[src/rtl/rd_return_collector.sv]
// rd_return_collector
//   Per-core receiver on the memory mux read-return path. Words whose
//   destination matches CORE_ID are gathered into a cache line. Each
//   finished line is pushed into a 2-entry queue. The head of that queue
//   is offered to the cache fill logic over a valid/ready handshake.
//
// Ports
//   clock          system clock, rising edge
//   reset          synchronous reset, active low
//   RDreturn       returned data word
//   RDdest         destination core of RDreturn (0 = idle slot)
//   lineData       head line of the queue, word k in bits [32k+31:32k]
//   lineValid      queue non-empty
//   lineReady      consumer accepts head line (pop on lineValid & lineReady)
//   pending        a line is partially assembled
//   wcnt           words captured into the current line
//   overflow       sticky: a completed line was dropped on a full queue
//   clearOverflow  clears overflow (a same-cycle drop wins)
module rd_return_collector #(
    parameter logic [3:0] CORE_ID        = 4'd1,
    parameter int         WORDS_PER_LINE = 8,
    parameter int         WCNT_W         = 3
) (
    input  logic                         clock,
    input  logic                         reset,
    input  logic [31:0]                  RDreturn,
    input  logic [3:0]                   RDdest,
    output logic [32*WORDS_PER_LINE-1:0] lineData,
    output logic                         lineValid,
    input  logic                         lineReady,
    output logic                         pending,
    output logic [WCNT_W-1:0]            wcnt,
    output logic                         overflow,
    input  logic                         clearOverflow
);

    localparam int LINE_W = 32 * WORDS_PER_LINE;

    logic [31:0]       asm_word [WORDS_PER_LINE];
    logic [LINE_W-1:0] line_done;
    logic [LINE_W-1:0] head_q;
    logic [LINE_W-1:0] tail_q;
    logic [WCNT_W-1:0] wcnt_q;
    logic [1:0]        count_q;
    logic [1:0]        count_nxt;
    logic              overflow_q;

    logic hit;
    logic push;
    logic pop;
    logic drop;
    logic head_load_line;
    logic head_load_tail;
    logic tail_load;

    // A word arriving while reset is asserted is ignored, so hit is gated.
    assign hit  = reset && (RDdest == CORE_ID);
    assign push = hit && (wcnt_q == WCNT_W'(WORDS_PER_LINE - 1));
    assign pop  = lineValid && lineReady;
    assign drop = push && (count_q == 2'd2) && !pop;

    // The completing word goes straight into the pushed line, not through
    // the assembly register, so a new line can start on the next cycle.
    always_comb begin
        line_done = '0;
        for (int k = 0; k < WORDS_PER_LINE - 1; k++) begin
            line_done[32*k +: 32] = asm_word[k];
        end
        line_done[32*(WORDS_PER_LINE-1) +: 32] = RDreturn;
    end

    // Queue update: head/tail registers with an occupancy count.
    always_comb begin
        head_load_line = 1'b0;
        head_load_tail = 1'b0;
        tail_load      = 1'b0;
        count_nxt      = count_q;
        case (count_q)
            2'd0: begin
                if (push) begin
                    head_load_line = 1'b1;
                    count_nxt      = 2'd1;
                end
            end
            2'd1: begin
                if (push && pop) begin
                    head_load_line = 1'b1;
                end else if (push) begin
                    tail_load = 1'b1;
                    count_nxt = 2'd2;
                end else if (pop) begin
                    count_nxt = 2'd0;
                end
            end
            default: begin
                // Full: a push is only accepted when the head leaves.
                if (pop) begin
                    head_load_tail = 1'b1;
                    if (push) begin
                        tail_load = 1'b1;
                    end else begin
                        count_nxt = 2'd1;
                    end
                end
            end
        endcase
    end

    // Control state
    always_ff @(posedge clock) begin
        if (!reset) begin
            wcnt_q     <= '0;
            count_q    <= 2'd0;
            overflow_q <= 1'b0;
        end else begin
            if (hit) begin
                wcnt_q <= wcnt_q + 1'b1;
            end
            count_q <= count_nxt;
            if (drop) begin
                overflow_q <= 1'b1;
            end else if (clearOverflow) begin
                overflow_q <= 1'b0;
            end
        end
    end

    // Data state (not reset; lineData is masked while the queue is empty)
    always_ff @(posedge clock) begin
        if (hit) begin
            asm_word[wcnt_q] <= RDreturn;
        end
        if (head_load_line) begin
            head_q <= line_done;
        end else if (head_load_tail) begin
            head_q <= tail_q;
        end
        if (tail_load) begin
            tail_q <= line_done;
        end
    end

    assign lineValid = (count_q != 2'd0);
    assign lineData  = lineValid ? head_q : '0;
    assign pending   = (wcnt_q != '0);
    assign wcnt      = wcnt_q;
    assign overflow  = overflow_q;

endmodule

[config.mk]
export PLATFORM = sky130hd
export DESIGN_NAME = rd_return_collector
export DESIGN_NICKNAME = d
export VERILOG_FILES = /design/src/rtl/rd_return_collector.sv
export SDC_FILE = /design/constraint.sdc
export NUM_CORES = 1
export LEC_CHECK = 0
export BUFFER_PORTS_ARGS = -buffer_cell sky130_fd_sc_hd__buf_4
export CORE_UTILIZATION = 45
export CTS_CLUSTER_SIZE = 16
export DETAILED_ROUTE_END_ITERATION = 8
export GPL_TIMING_DRIVEN = 0
export SLEW_MARGIN = 20
export SYNTH_ARGS = -nofsm -noshare
export SYNTH_HDL_FRONTEND = slang
export SYNTH_SLANG_ARGS = --single-unit
[constraint.sdc]
create_clock -name clock -period 28.6 [get_ports clock]
set_input_delay 5.72 -clock clock [delete_from_list [all_inputs] [get_ports clock]]
set_output_delay 5.72 -clock clock [all_outputs]
set_load 0.1 [all_outputs]
Yosys cells after proc, flatten, opt, wreduce, memory -nomap -nowiden
Memory sizes are Yosys's and may differ from the RTL's.
Index checks and enable logic that the tools add are counted.
{"block": "word_totals", "input_bits": 40, "memories": 1, "regBits": 518, "output_inout_bits": 262, "mem_bits_rw": 256}
{"block": "op_classes", "addsub": 1, "n_reduce_logical": 15, "n_mux": 22, "n_eq_ne": 8}
{"name": "asm_word", "words": 8, "word_bits": 32, "read_ports": 7, "rd_ports_with_merged_regs": 0, "write_ports": 1, "line": "39", "source": "logic [31:0] asm_word [WORDS_PER_LINE];"}
{"cell": "256-bit two-way mux", "count": 3}
{"cell": "2-bit two-way mux", "count": 6}
{"cell": "1-bit two-way mux", "count": 10}
{"cell": "1-bit logical AND", "count": 6}
{"cell": "2-bit nonzero test", "count": 3}
{"cell": "3-bit nonzero test", "count": 2}
{"cell": "5-bit AND reduction", "count": 1}
{"cell": "4-bit by 1-bit == test with 1-bit output, second input constant", "count": 1}
{"cell": "2-bit inequality test, second input constant", "count": 2}
{"cell": "1-bit one-hot mux with 2 select lines", "count": 2}
{"cell": "2-bit one-hot mux with 2 select lines", "count": 1}
{"cell": "3-bit by 1-bit adder with 3-bit output, second input constant", "count": 1}
{"cell": "3-bit == test, second input constant", "count": 1}
{"cell": "3-bit by 1-bit inequality test with 1-bit output, second input constant", "count": 1}
{"cell": "3-bit inequality test, second input constant", "count": 1}
{"cell": "2-bit by 1-bit == test with 1-bit output, second input constant", "count": 1}
{"cell": "2-bit == test, second input constant", "count": 1}
{"cell": "2-bit zero test", "count": 1}
{"cell": "2-bit OR reduction", "count": 1}
{"cell": "1-bit zero test", "count": 1}

Logic depth before layout (Yosys ltp)
Gate-level depths: netlist of the first run.
{"block": "depth", "ltp_word": 7, "depth_mapped": 8, "mapped_depth_nobuf": 5}

Worst setup path after synthesis of the first run
OpenSTA, ideal clock, no wires.
{"block": "synth_path", "kind": "input -> register", "startpoint": "input RDdest[1]", "endpoint": "register tail_q[0], enable pin", "setup_ns": 0.957, "stages": 3, "t_required_ns": 27.643, "path_buffers": 0, "t_arrival_ns": 18.565, "path_slack_ns": 9.078, "cell_sequence": "nor4b_4 > nand3_2 > a21oi_1"}
{"block": "synth_via", "elab_chain_len": 6, "word_cells_on_any_way": 8}
{"item": "from (decl)", "line": "27", "source": "input logic [3:0] RDdest,"}
{"item": "4-bit by 1-bit == test with 1-bit output *", "line": "57", "source": "assign hit = reset && (RDdest == CORE_ID);"}
{"item": "1-bit logical AND *", "line": "57"}
{"item": "1-bit logical AND *", "line": "58", "source": "assign push = hit && (wcnt_q == WCNT_W'(WORDS_PER_LINE - 1));"}
{"item": "1-bit two-way mux / 1-bit logical AND (equally long branches)", "line": "88, 99, 86"}
{"item": "1-bit two-way mux (on tied branches)", "line": "97, 86"}
{"item": "1-bit one-hot mux with 2 select lines *", "line": "78", "source": "case (count_q)"}
{"item": "net tail_load", "line": "54", "source": "logic tail_load;"}
{"item": "to (signal assigned)", "line": "139", "source": "tail_q <= line_done;"}
{"item": "to (decl)", "line": "42", "source": "logic [LINE_W-1:0] tail_q;"}
The timed path passes the listed nets; every way through them passes the cells marked *.
A chain may end at the register's enable or synchronous reset.

Worst setup path in the final report of the first run
{"block": "layout_path", "startpoint": "register count_q[1]", "endpoint": "output lineData[153]"}
{"block": "layout_via", "elab_chain_len": 2}
{"item": "from (decl)", "line": "44", "source": "logic [1:0] count_q;"}
{"item": "from (signal assigned)", "line": "119", "source": "count_q <= count_nxt;"}
{"item": "2-bit nonzero test", "line": "143", "source": "assign lineValid = (count_q != 2'd0);"}
{"item": "256-bit two-way mux", "line": "144", "source": "assign lineData = lineValid ? head_q : '0;"}
{"item": "to (decl)", "line": "28", "source": "output logic [32*WORDS_PER_LINE-1:0] lineData,"}
No other way between the ends.

==> results of run 1 <==
-- final timing paths --
kind / to / depth (start not counted) / startpoint / slack (ps)
worst min-delay path: tail_q[56]$_DFFE_PP_ / 0 / asm_word[1][24]$_DFFE_PP_ / 440
worst max register to register: head_q[177]$_DFFE_PP_ / 11 / wcnt[0]$_SDFFE_PN0P_ / 24800
worst min register to register: tail_q[56]$_DFFE_PP_ / 0 / asm_word[1][24]$_DFFE_PP_ / 440
worst max-delay path: lineData[153] / 6 / count_q[1]$_SDFFE_PN0P_ / 19550
-- registers in the layout, indices dropped and copies added, names as in the netlist --
name	flops
count_q	2
head_q	256
overflow	1
asm_word	224
tail_q	256
wcnt	3
-- area by class of cell --
cell class / count / area share
plain buffers: 59 / 0.0126
flip-flops and latches: 742 / 0.641
diodes: 2 / 0.000144
clock buffers: 94 / 0.0586
multi-input cells: 553 / 0.162
repair buffers: 348 / 0.0866
inverters: 3 / 0.000325
well taps: 837 / 0.0302
clock inverters: 40 / 0.00830
-- power by group through the flow --
stage | clock, mW | combinational, mW | sequential, mW
finish | 0.934 | 0.0146 | 1.18
global route | 0.998 | 0.0157 | 1.18
CTS | 0.955 | 0.0150 | 1.18
detailed placement | 0 | 0.0149 | 1.21
global placement | 0 | 0.0145 | 1.21
floorplan | 0 | 0.00112 | 1.21
-- cell usage after synthesis (3+ instances only) --
library cell  count  area share
nand3_1           7      0.0012
clkbuf_1         30      0.0040
dfxtp_1           6      0.0043
ha_1              3      0.0013
mux2_2           38       0.015
inv_1             3     0.00040
nor3_1            3     0.00053
buf_6            23      0.0092
buf_2             3     0.00053
edfxtp_1        736        0.78
nand2_1           8      0.0011
mux2_4          218        0.12
and2_1          257       0.057
-- cell usage in the layout, fill, tap and decap left out, types with 2 or more instances in the layout --
cell        synthesis  layout
clkbuf_16           0      79
nor2b_1             2       2
nand2_1             8       7
buf_6              23      26
buf_8               0       2
clkinv_1            0      17
clkinvlp_4          0       2
mux2_4            218     218
mux2_2             38      38
bufinv_16           0       4
inv_1               3       3
nand4_1             2       2
clkinv_2            0      16
nand3_1             7       7
ha_1                3       3
buf_12              2       6
and2_1            257     257
nor4_2              0       2
dfxtp_1             6       6
buf_4               1     312
buf_16              0      17
buf_2               3      14
diode_2             0       2
nor3_2              0       3
nand2b_1            2       2
nor2_4              0       2
clkbuf_1           30      44
edfxtp_1          736     736
-- through the flow --
step	util	instances	cell area, µm²
finish	0.561	2678	34700
global route	0.561	2676	34700
CTS	0.561	2676	34700
detailed placement	0.523	2542	32300
global placement	0.510	2495	31500
floorplan	-	1357	28200
-- critical path, stage by stage (launching register included) --
cell and delay (ps):
dfxtp_1 440, or2_2 160, clkbuf_1 320, clkbuf_1 640, clkbuf_1 560, and2_1 270, buf_4 310
-- routing by layer --
metal,up-vias,global-route usage,part of all wire
met4,0,0.0641,0.021
met5,-,0,0
li1,6000,-,-
met1,6760,0.257,0.43
met2,328,0.313,0.50
met3,87,0.0347,0.048
-- kinds of logic after synthesis --
kind of cell | synth area share
xor+xnor | 0.000310
compound gates | 0.000798
buf+inv | 0.0158
simple gates | 0.0638
mux | 0.131
flops | 0.787
fa+ha+maj | 0.00133
==> flow_metrics.py, run 1 <==
metrics = {
    "run_status": {
        "status": "complete, no violations",
    },
    "job": {
        "drv_cap": 0,
    },
    "logic_synthesis": {
        "ys_warn_count": 0,
        "yosysSeqAreaShare": 0.787,
        "netlist_instances": 1357,
        "ys_types": 29,
        "synth_edf_count": 736,
        "yosys_register_bits": 742,
        "synthArstFlopShare": 0,
        "syn_avg_cell_area_um2": 20.8,
        "dominantRegCellSynth": "edfxtp_1",
        "synth_nets": 1400,
        "syn_area_mm2": 0.0282,
    },
    "global_route": {
        "grt_max_degree": 57,
        "antenna_found_initial": 1,
        "grt_use_total": 0.191,
        "grt-ovfl-total": 0,
        "grt_pass1_wl_mm": 87.5,
        "grt_pass1_vias": 13100,
    },
    "power_and_ir_drop": {
        "combPwrFrac": 0.007,
        "pwr-share-clk": 0.438,
        "p_int_mw": 1.73,
        "power.total_mw": 2.13,
        "powerDensity_mw_per_mm2": 61.5,
        "sequentialPowerShare": 0.555,
        "p_sw_frac": 0.191,
        "power_leakage_nw": 13.2,
        "vdd_ir_drop_max_mv": 0.0371,
        "p_sw_mw": 0.406,
    },
    "place": {
        "globalplace.congestion": 0.731,
        "place_hpwl_mm": 41.3,
        "port_buffers": 301,
        "place_ws_ps": 19290,
    },
    "cts": {
        "cts_buffers": 75,
        "cts_tree": "done",
        "clk_pin_slew_ps": 60,
        "post-cts-setup-buffer-count": 0,
        "clockBufferDepth": 3,
        "root_buffer": "clkbuf_16",
        "h-tree-depth": 3,
        "ctsHoldBuffers": 0,
        "cts_resized": 0,
        "cts_sinks": 742,
        "insertion_delay_ps": 610,
    },
    "worst_hold_path": {
        "hp-class": "reg2reg",
    },
    "floorplan": {
        "ios": 302,
        "std_cell_rows": 91,
        "fp.dieH_um": 252,
        "core_mm2": 0.0618,
        "start_util": 0.457,
        "die-area_mm2": 0.0638,
        "die_width_um": 252,
    },
    "cells_and_area": {
        "drive_gt1_frac": 0.407,
        "nets": 1825,
        "ff_latch_area_mm2": 0.0222,
        "fill_cells": 4764,
        "multi_input_area_mm2": 0.00563,
        "area_growth_pct": 22.8,
    },
    "setup_path": {
        "crit_arrival_ps": 3330,
        "crit_type": "reg2out",
        "cp-end-kind": "primary output",
        "critical_path_required_ps": 22880,
        "cp_max_fo": 10,
        "startpoint_type": "register",
    },
    "detailed_routing": {
        "first_pass_iters": 4,
        "finalWirelength_mm": 60.3,
        "routed_via_density": 4.92,
        "wire_per_inst_um": 22.5,
        "drtAntennaViolNets": 0,
        "num_vias": 13200,
        "first_iter_violations": 698,
        "drc": 0,
    },
    "timing": {
        "finalHoldViolations": 0,
        "worst_pin_slew_ps": 842,
        "setup_viol": 0,
        "clock-skew-final_ps": 16.3,
        "setup_tns_ps": 0,
        "holdWs_ps": 442,
        "fin_crit_ps": 9050,
        "fmax_mhz": 111,
        "fin_ws_ps": 19550,
        "rsz0062_at_grt": "false",
        "slew_viol_final": 0,
        "relSlewSlack": 0.434,
        "post-route-period-util": 0.316,
    },
}
No activity file was read; power rests on OpenSTA's default activity.
==> inputs of run 2 (changes only) <==
--- a/config.mk
+++ b/config.mk
@@ -5,6 +5,7 @@
 export SDC_FILE = /design/constraint.sdc
 export NUM_CORES = 1
 export LEC_CHECK = 0
+export ABC_AREA = 1
 export BUFFER_PORTS_ARGS = -buffer_cell sky130_fd_sc_hd__buf_4
 export CORE_UTILIZATION = 45
 export CTS_CLUSTER_SIZE = 16
==> constraint.sdc (replaced) <==
create_clock -name clock -period 8.6 [get_ports clock]
set_input_delay 1.72 -clock clock [delete_from_list [all_inputs] [get_ports clock]]
set_output_delay 1.72 -clock clock [all_outputs]
set_load 0.1 [all_outputs]
==> flow_metrics.py, run 2 <==
metrics = {
    "run_status": {
        "status": "complete, no violations",
    },
    "setup_path": {
        "r2r_setup_slack_ps": 5560,
        "r2r_cells": 8,
        "cpMaxStageDelayCell": "buf_2",
        "crit_family": "buffers and inverters",
        "cp-end-kind": "primary output",
        "crit_arrival_ps": 2740,
        "critPathBufInv": 4,
        "cp_max_fo": 10,
        "cp-startpoint": "count_q[1]$_SDFFE_PN0P_",
        "worstPathCellList": "clkbuf_1 > nor2_1 > buf_2 > buf_2 > nor2_1 > buf_4",
        "worst_r2r_endpoint": "head_q[141]$_DFFE_PP_",
        "critPathCapture": "lineData[78]",
        "startpoint_type": "register",
        "crit_type": "reg2out",
        "critical_path_required_ps": 6880,
        "worstReg2RegStart": "wcnt[2]$_SDFFE_PN0P_",
        "crit_cells": 6,
        "cpPeakStageDelay_ps": 540,
    },
    "job": {
        "drv_cap": 0,
    },
    "timing": {
        "finalHoldViolations": 0,
        "fmax_mhz": 224,
        "rsz0062_at_grt": "false",
        "fin_crit_ps": 4460,
        "worst_pin_slew_ps": 727,
        "fin_ws_ps": 4140,
        "relSlewSlack": 0.513,
        "clock-skew-final_ps": 20.1,
        "post-route-period-util": 0.519,
        "setup_viol": 0,
        "slew_viol_final": 0,
        "setup_tns_ps": 0,
    },
    "worst_hold_path": {
        "hp-class": "reg2reg",
    },
    "cts": {
        "cts_resized": 0,
        "cts_buffers": 75,
        "root_buffer": "clkbuf_16",
        "post-cts-setup-buffer-count": 0,
        "clk_pin_slew_ps": 60,
        "insertion_delay_ps": 610,
        "cts_tree": "done",
        "ctsHoldBuffers": 0,
        "cts_sinks": 742,
        "h-tree-depth": 3,
        "clockBufferDepth": 3,
    },
    "floorplan": {
        "core_mm2": 0.0621,
        "fp.dieH_um": 253,
        "start_util": 0.458,
        "ios": 302,
        "die-area_mm2": 0.0642,
        "std_cell_rows": 91,
        "die_width_um": 253,
    },
    "global_route": {
        "grt_use_total": 0.221,
        "grt_pass1_wl_mm": 103,
        "grt_pass1_vias": 16800,
        "grt_max_degree": 96,
        "grt-ovfl-total": 0,
        "antenna_found_initial": 8,
    },
    "place": {
        "dp_cells": 3366,
        "globalplace.congestion": 0.820,
        "place_hpwl_mm": 47.8,
        "port_buffers": 301,
        "dpl-instance-area_mm2": 0.0324,
        "place_ws_ps": 4270,
    },
    "power_and_ir_drop": {
        "power.total_mw": 7.31,
        "power_leakage_nw": 14.4,
        "powerDensity_mw_per_mm2": 209,
        "vdd_ir_drop_max_mv": 0.146,
    },
    "logic_synthesis": {
        "synthArstFlopShare": 0,
        "yosys_register_bits": 742,
        "dominantRegCellSynth": "edfxtp_1",
        "syn_avg_cell_area_um2": 12.9,
        "ys_types": 19,
        "netlist_instances": 2197,
        "netlist_top_cells_count": "edfxtp_1 (736), nand2_1 (528), nor2_1 (268)",
        "syn_area_mm2": 0.0284,
        "yosysSeqAreaShare": 0.782,
        "synth_edf_count": 736,
        "ys_warn_count": 0,
        "synth_most_common_cell": "edfxtp_1",
        "yosysTopAreaCellShare": 0.778,
        "synth_nets": 2240,
        "synthTopCellsByArea": "edfxtp_1 (78%), nand2_1 (7.0%), nand3_1 (4.5%)",
        "synth_area_leader_cell": "edfxtp_1",
    },
    "detailed_routing": {
        "routed_via_density": 4.89,
        "num_vias": 17100,
        "finalWirelength_mm": 70.3,
        "drc": 0,
        "drtAntennaViolNets": 0,
        "first_iter_violations": 1506,
        "wire_per_inst_um": 20.1,
        "first_pass_iters": 5,
    },
    "cells_and_area": {
        "fin_cells": 3501,
        "area_growth_pct": 22.8,
        "largestRegisters": "head_q x256, tail_q x256, asm_word x224",
        "finalInstanceArea_mm2": 0.0349,
        "nets": 2649,
        "fill_cells": 5154,
        "final_cell_mix": "edfxtp_1 (736), nand2_1 (527), buf_4 (338)",
        "drive_gt1_frac": 0.208,
        "final_common_cell": "edfxtp_1",
    },
}
[run 2: cell families (layout without fill, tap and decap cells)]
| family | Yosys count | after routing | share of synthesized area |
|---|---|---|---|
| buffers and inverters | 382 | 848 | 0.0626 |
| AO/OA/AOI/OAI | 11 | 11 | 0.00242 |
| adder cells (fa/ha/maj) | 3 | 3 | 0.00132 |
| other | 0 | 1 | 0 |
| AND/OR/NAND/NOR | 1059 | 1059 | 0.152 |
| flip-flops | 742 | 742 | 0.782 |
[run 2: stage by stage]
step	util	hold WS, ps
5_1_grt	0.562	449
3_3_place_gp	0.511	429
6_report	0.562	443
4_1_cts	0.562	438
3_5_place_dp	0.523	434
2_1_floorplan	-	427
[run 2: how the worst min path moves through the flow]
stage	startpoint	end	slack [ps]	cells after the start
after floorplan	asm_word[0][0]$_DFFE_PP_	tail_q[0]$_DFFE_PP_	430	0
after detailed placement	asm_word[2][5]$_DFFE_PP_	tail_q[69]$_DFFE_PP_	430	0
after global routing	asm_word[0][1]$_DFFE_PP_	tail_q[1]$_DFFE_PP_	450	0
after global placement	asm_word[6][30]$_DFFE_PP_	tail_q[222]$_DFFE_PP_	430	0
final	asm_word[0][29]$_DFFE_PP_	tail_q[29]$_DFFE_PP_	440	0
after CTS	asm_word[0][29]$_DFFE_PP_	tail_q[29]$_DFFE_PP_	440	0
[run 2: metal layers]
metal  GRT usage  share of wire
met5           0              0
met4      0.0694          0.022
met2       0.365           0.49
met3      0.0416          0.082
met1       0.296           0.41
[run 2: layout make-up]
class / count / area (µm²) / share of cell area
inverter: 269 / 1010 / 0.0289
multi-input combinational: 1073 / 4490 / 0.129
tap: 837 / 1050 / 0.0300
clock inverter: 40 / 469 / 0.0134
antenna: 1 / 2.50 / 0.0000717
buffer: 113 / 769 / 0.0221
timing repair buffer: 332 / 2900 / 0.0830
sequential: 742 / 22200 / 0.637
clock buffer: 94 / 1990 / 0.0571
[run 2: power by group]
part	switching (mW)	internal, mW	total (mW)	leakage, nW
clock	1.35	1.94	3.29	1.20
combinational	0.0592	0.0144	0.0736	6.57
sequential	0.00149	3.94	3.94	6.66
total	1.41	5.90	7.31	14.4
==> inputs of run 3 (changes only) <==
==> constraint.sdc (replaced) <==
create_clock -name clock -period 4.42 [get_ports clock]
set_input_delay 0.884 -clock clock [delete_from_list [all_inputs] [get_ports clock]]
set_output_delay 0.884 -clock clock [all_outputs]
set_load 0.1 [all_outputs]
==> flow_metrics.py, run 3 (synthesis gave the netlist of run 2 again) <==
metrics = {
    "power_and_ir_drop": {
        "power_leakage_nw": 14.4,
        "vdd_ir_drop_max_mv": 0.260,
        "powerDensity_mw_per_mm2": 399,
    },
    "cts": {
        "clk_pin_slew_ps": 60,
        "post-cts-setup-buffer-count": 0,
        "insertion_delay_ps": 600,
        "h-tree-depth": 3,
        "cts_tree": "done",
        "cts_resized": 0,
        "cts_sinks": 742,
        "cts_buffers": 74,
        "ctsHoldBuffers": 0,
        "root_buffer": "clkbuf_16",
        "clockBufferDepth": 3,
    },
    "detailed_routing": {
        "drc": 0,
        "wire_per_inst_um": 20.0,
        "routed_via_density": 4.89,
        "drtAntennaViolNets": 0,
        "first_iter_violations": 1614,
        "first_pass_iters": 5,
        "finalWirelength_mm": 70.0,
        "num_vias": 17100,
    },
    "setup_path": {
        "critical_path_required_ps": 3540,
        "crit_family": "buffers and inverters",
        "critPathBufInv": 4,
        "cpPeakStageDelay_ps": 570,
        "crit_type": "reg2out",
        "worstPathCellList": "clkbuf_1 > nor2_1 > buf_2 > buf_2 > nor2_1 > buf_4",
        "cp-end-kind": "primary output",
        "cpMaxStageDelayCell": "buf_2",
        "cp_max_fo": 10,
        "r2r_setup_slack_ps": 1270,
        "startpoint_type": "register",
        "crit_arrival_ps": 2750,
    },
    "floorplan": {
        "start_util": 0.458,
        "ios": 302,
        "die-area_mm2": 0.0642,
        "std_cell_rows": 91,
        "core_mm2": 0.0621,
        "fp.dieH_um": 253,
        "die_width_um": 253,
    },
    "timing": {
        "slew_viol_final": 0,
        "relSlewSlack": 0.461,
        "setup_viol": 0,
        "rsz0062_at_grt": "false",
        "clock-skew-final_ps": 21.0,
        "finalHoldViolations": 0,
        "fin_ws_ps": 789,
        "fin_crit_ps": 3630,
        "post-route-period-util": 0.822,
        "fmax_mhz": 275,
        "setup_tns_ps": 0,
        "worst_pin_slew_ps": 804,
    },
    "place": {
        "port_buffers": 301,
        "globalplace.congestion": 0.830,
        "dp_cells": 3364,
        "place_ws_ps": 796,
        "place_hpwl_mm": 47.6,
    },
    "global_route": {
        "grt_use_total": 0.220,
        "grt_max_degree": 85,
        "grt-ovfl-total": 0,
        "grt_pass1_wl_mm": 102,
        "grt_pass1_vias": 16300,
        "antenna_found_initial": 7,
    },
    "cells_and_area": {
        "final_cell_mix": "edfxtp_1 (736), nand2_1 (527), buf_4 (335)",
        "nets": 2646,
        "drive_gt1_frac": 0.207,
        "largestRegisters": "head_q x256, tail_q x256, asm_word x224",
        "area_growth_pct": 22.2,
        "fin_cells": 3495,
        "final_common_cell": "edfxtp_1",
    },
    "worst_hold_path": {
        "hp-class": "reg2reg",
    },
    "job": {
        "drv_cap": 0,
    },
    "run_status": {
        "status": "complete, no violations",
    },
}
## run 3: changes by cell type in the layout (fill, tap and decap cells not counted), moves of 2 or more
| cell | delta |
|---|---|
| clkinv_2 | +3 |
| buf_6 | +2 |
| dfxtp_4 | +2 |
| clkbuf_1 | -4 |
| bufinv_16 | -4 |
| dfxtp_1 | -3 |
| clkinv_8 | -2 |
| clkinv_1 | +4 |
| buf_4 | -3 |
## run 3: final timing paths
check	start	endpoint	depth (start not counted)
hold reg to reg	asm_word[3][19]$_DFFE_PP_	tail_q[115]$_DFFE_PP_	0
setup / recovery	count_q[1]$_SDFFE_PN0P_	lineData[78]	6
hold / removal	asm_word[3][19]$_DFFE_PP_	tail_q[115]$_DFFE_PP_	0
setup reg to reg	wcnt[0]$_SDFFE_PN0P_	head_q[145]$_DFFE_PP_	10
## run 3: final cells by class
cell class	instances	area, µm²
diodes	2	5.00
plain buffers	113	769
clock buffers	90	1980
clock inverters	39	330
fillers	5137	27300
inverters	269	1010
multi-input cells	1073	4490
flip-flops and latches	742	22200
well taps	837	1050
repair buffers	330	2870
## run 3: per-stage QoR
step	area, µm²	hold WS [ps]	total power, mW	util
4_1_cts	34700	439	14.0	0.560
2_1_floorplan	28400	427	7.83	-
6_report	34700	438	13.9	0.560
3_5_place_dp	32400	434	7.96	0.522
3_3_place_gp	31800	429	7.95	0.512
5_1_grt	34700	449	14.2	0.560
## run 3: metal layers
layer  GRT usage  part of all wire  vias to the layer above  routed length [µm]
met5           0                 0                        -                   0
met4      0.0585             0.017                        0                1220
met3      0.0379             0.076                       84                5320
met2       0.360              0.49                      625               34300
met1       0.304              0.42                     8201               29200
li1            -                 -                     8164                   -
## run 3: power breakdown
part	switching, mW	leakage (nW)	internal (mW)
sequential	0.00270	6.66	7.66
clock	2.53	1.14	3.52
combinational	0.117	6.56	0.0283
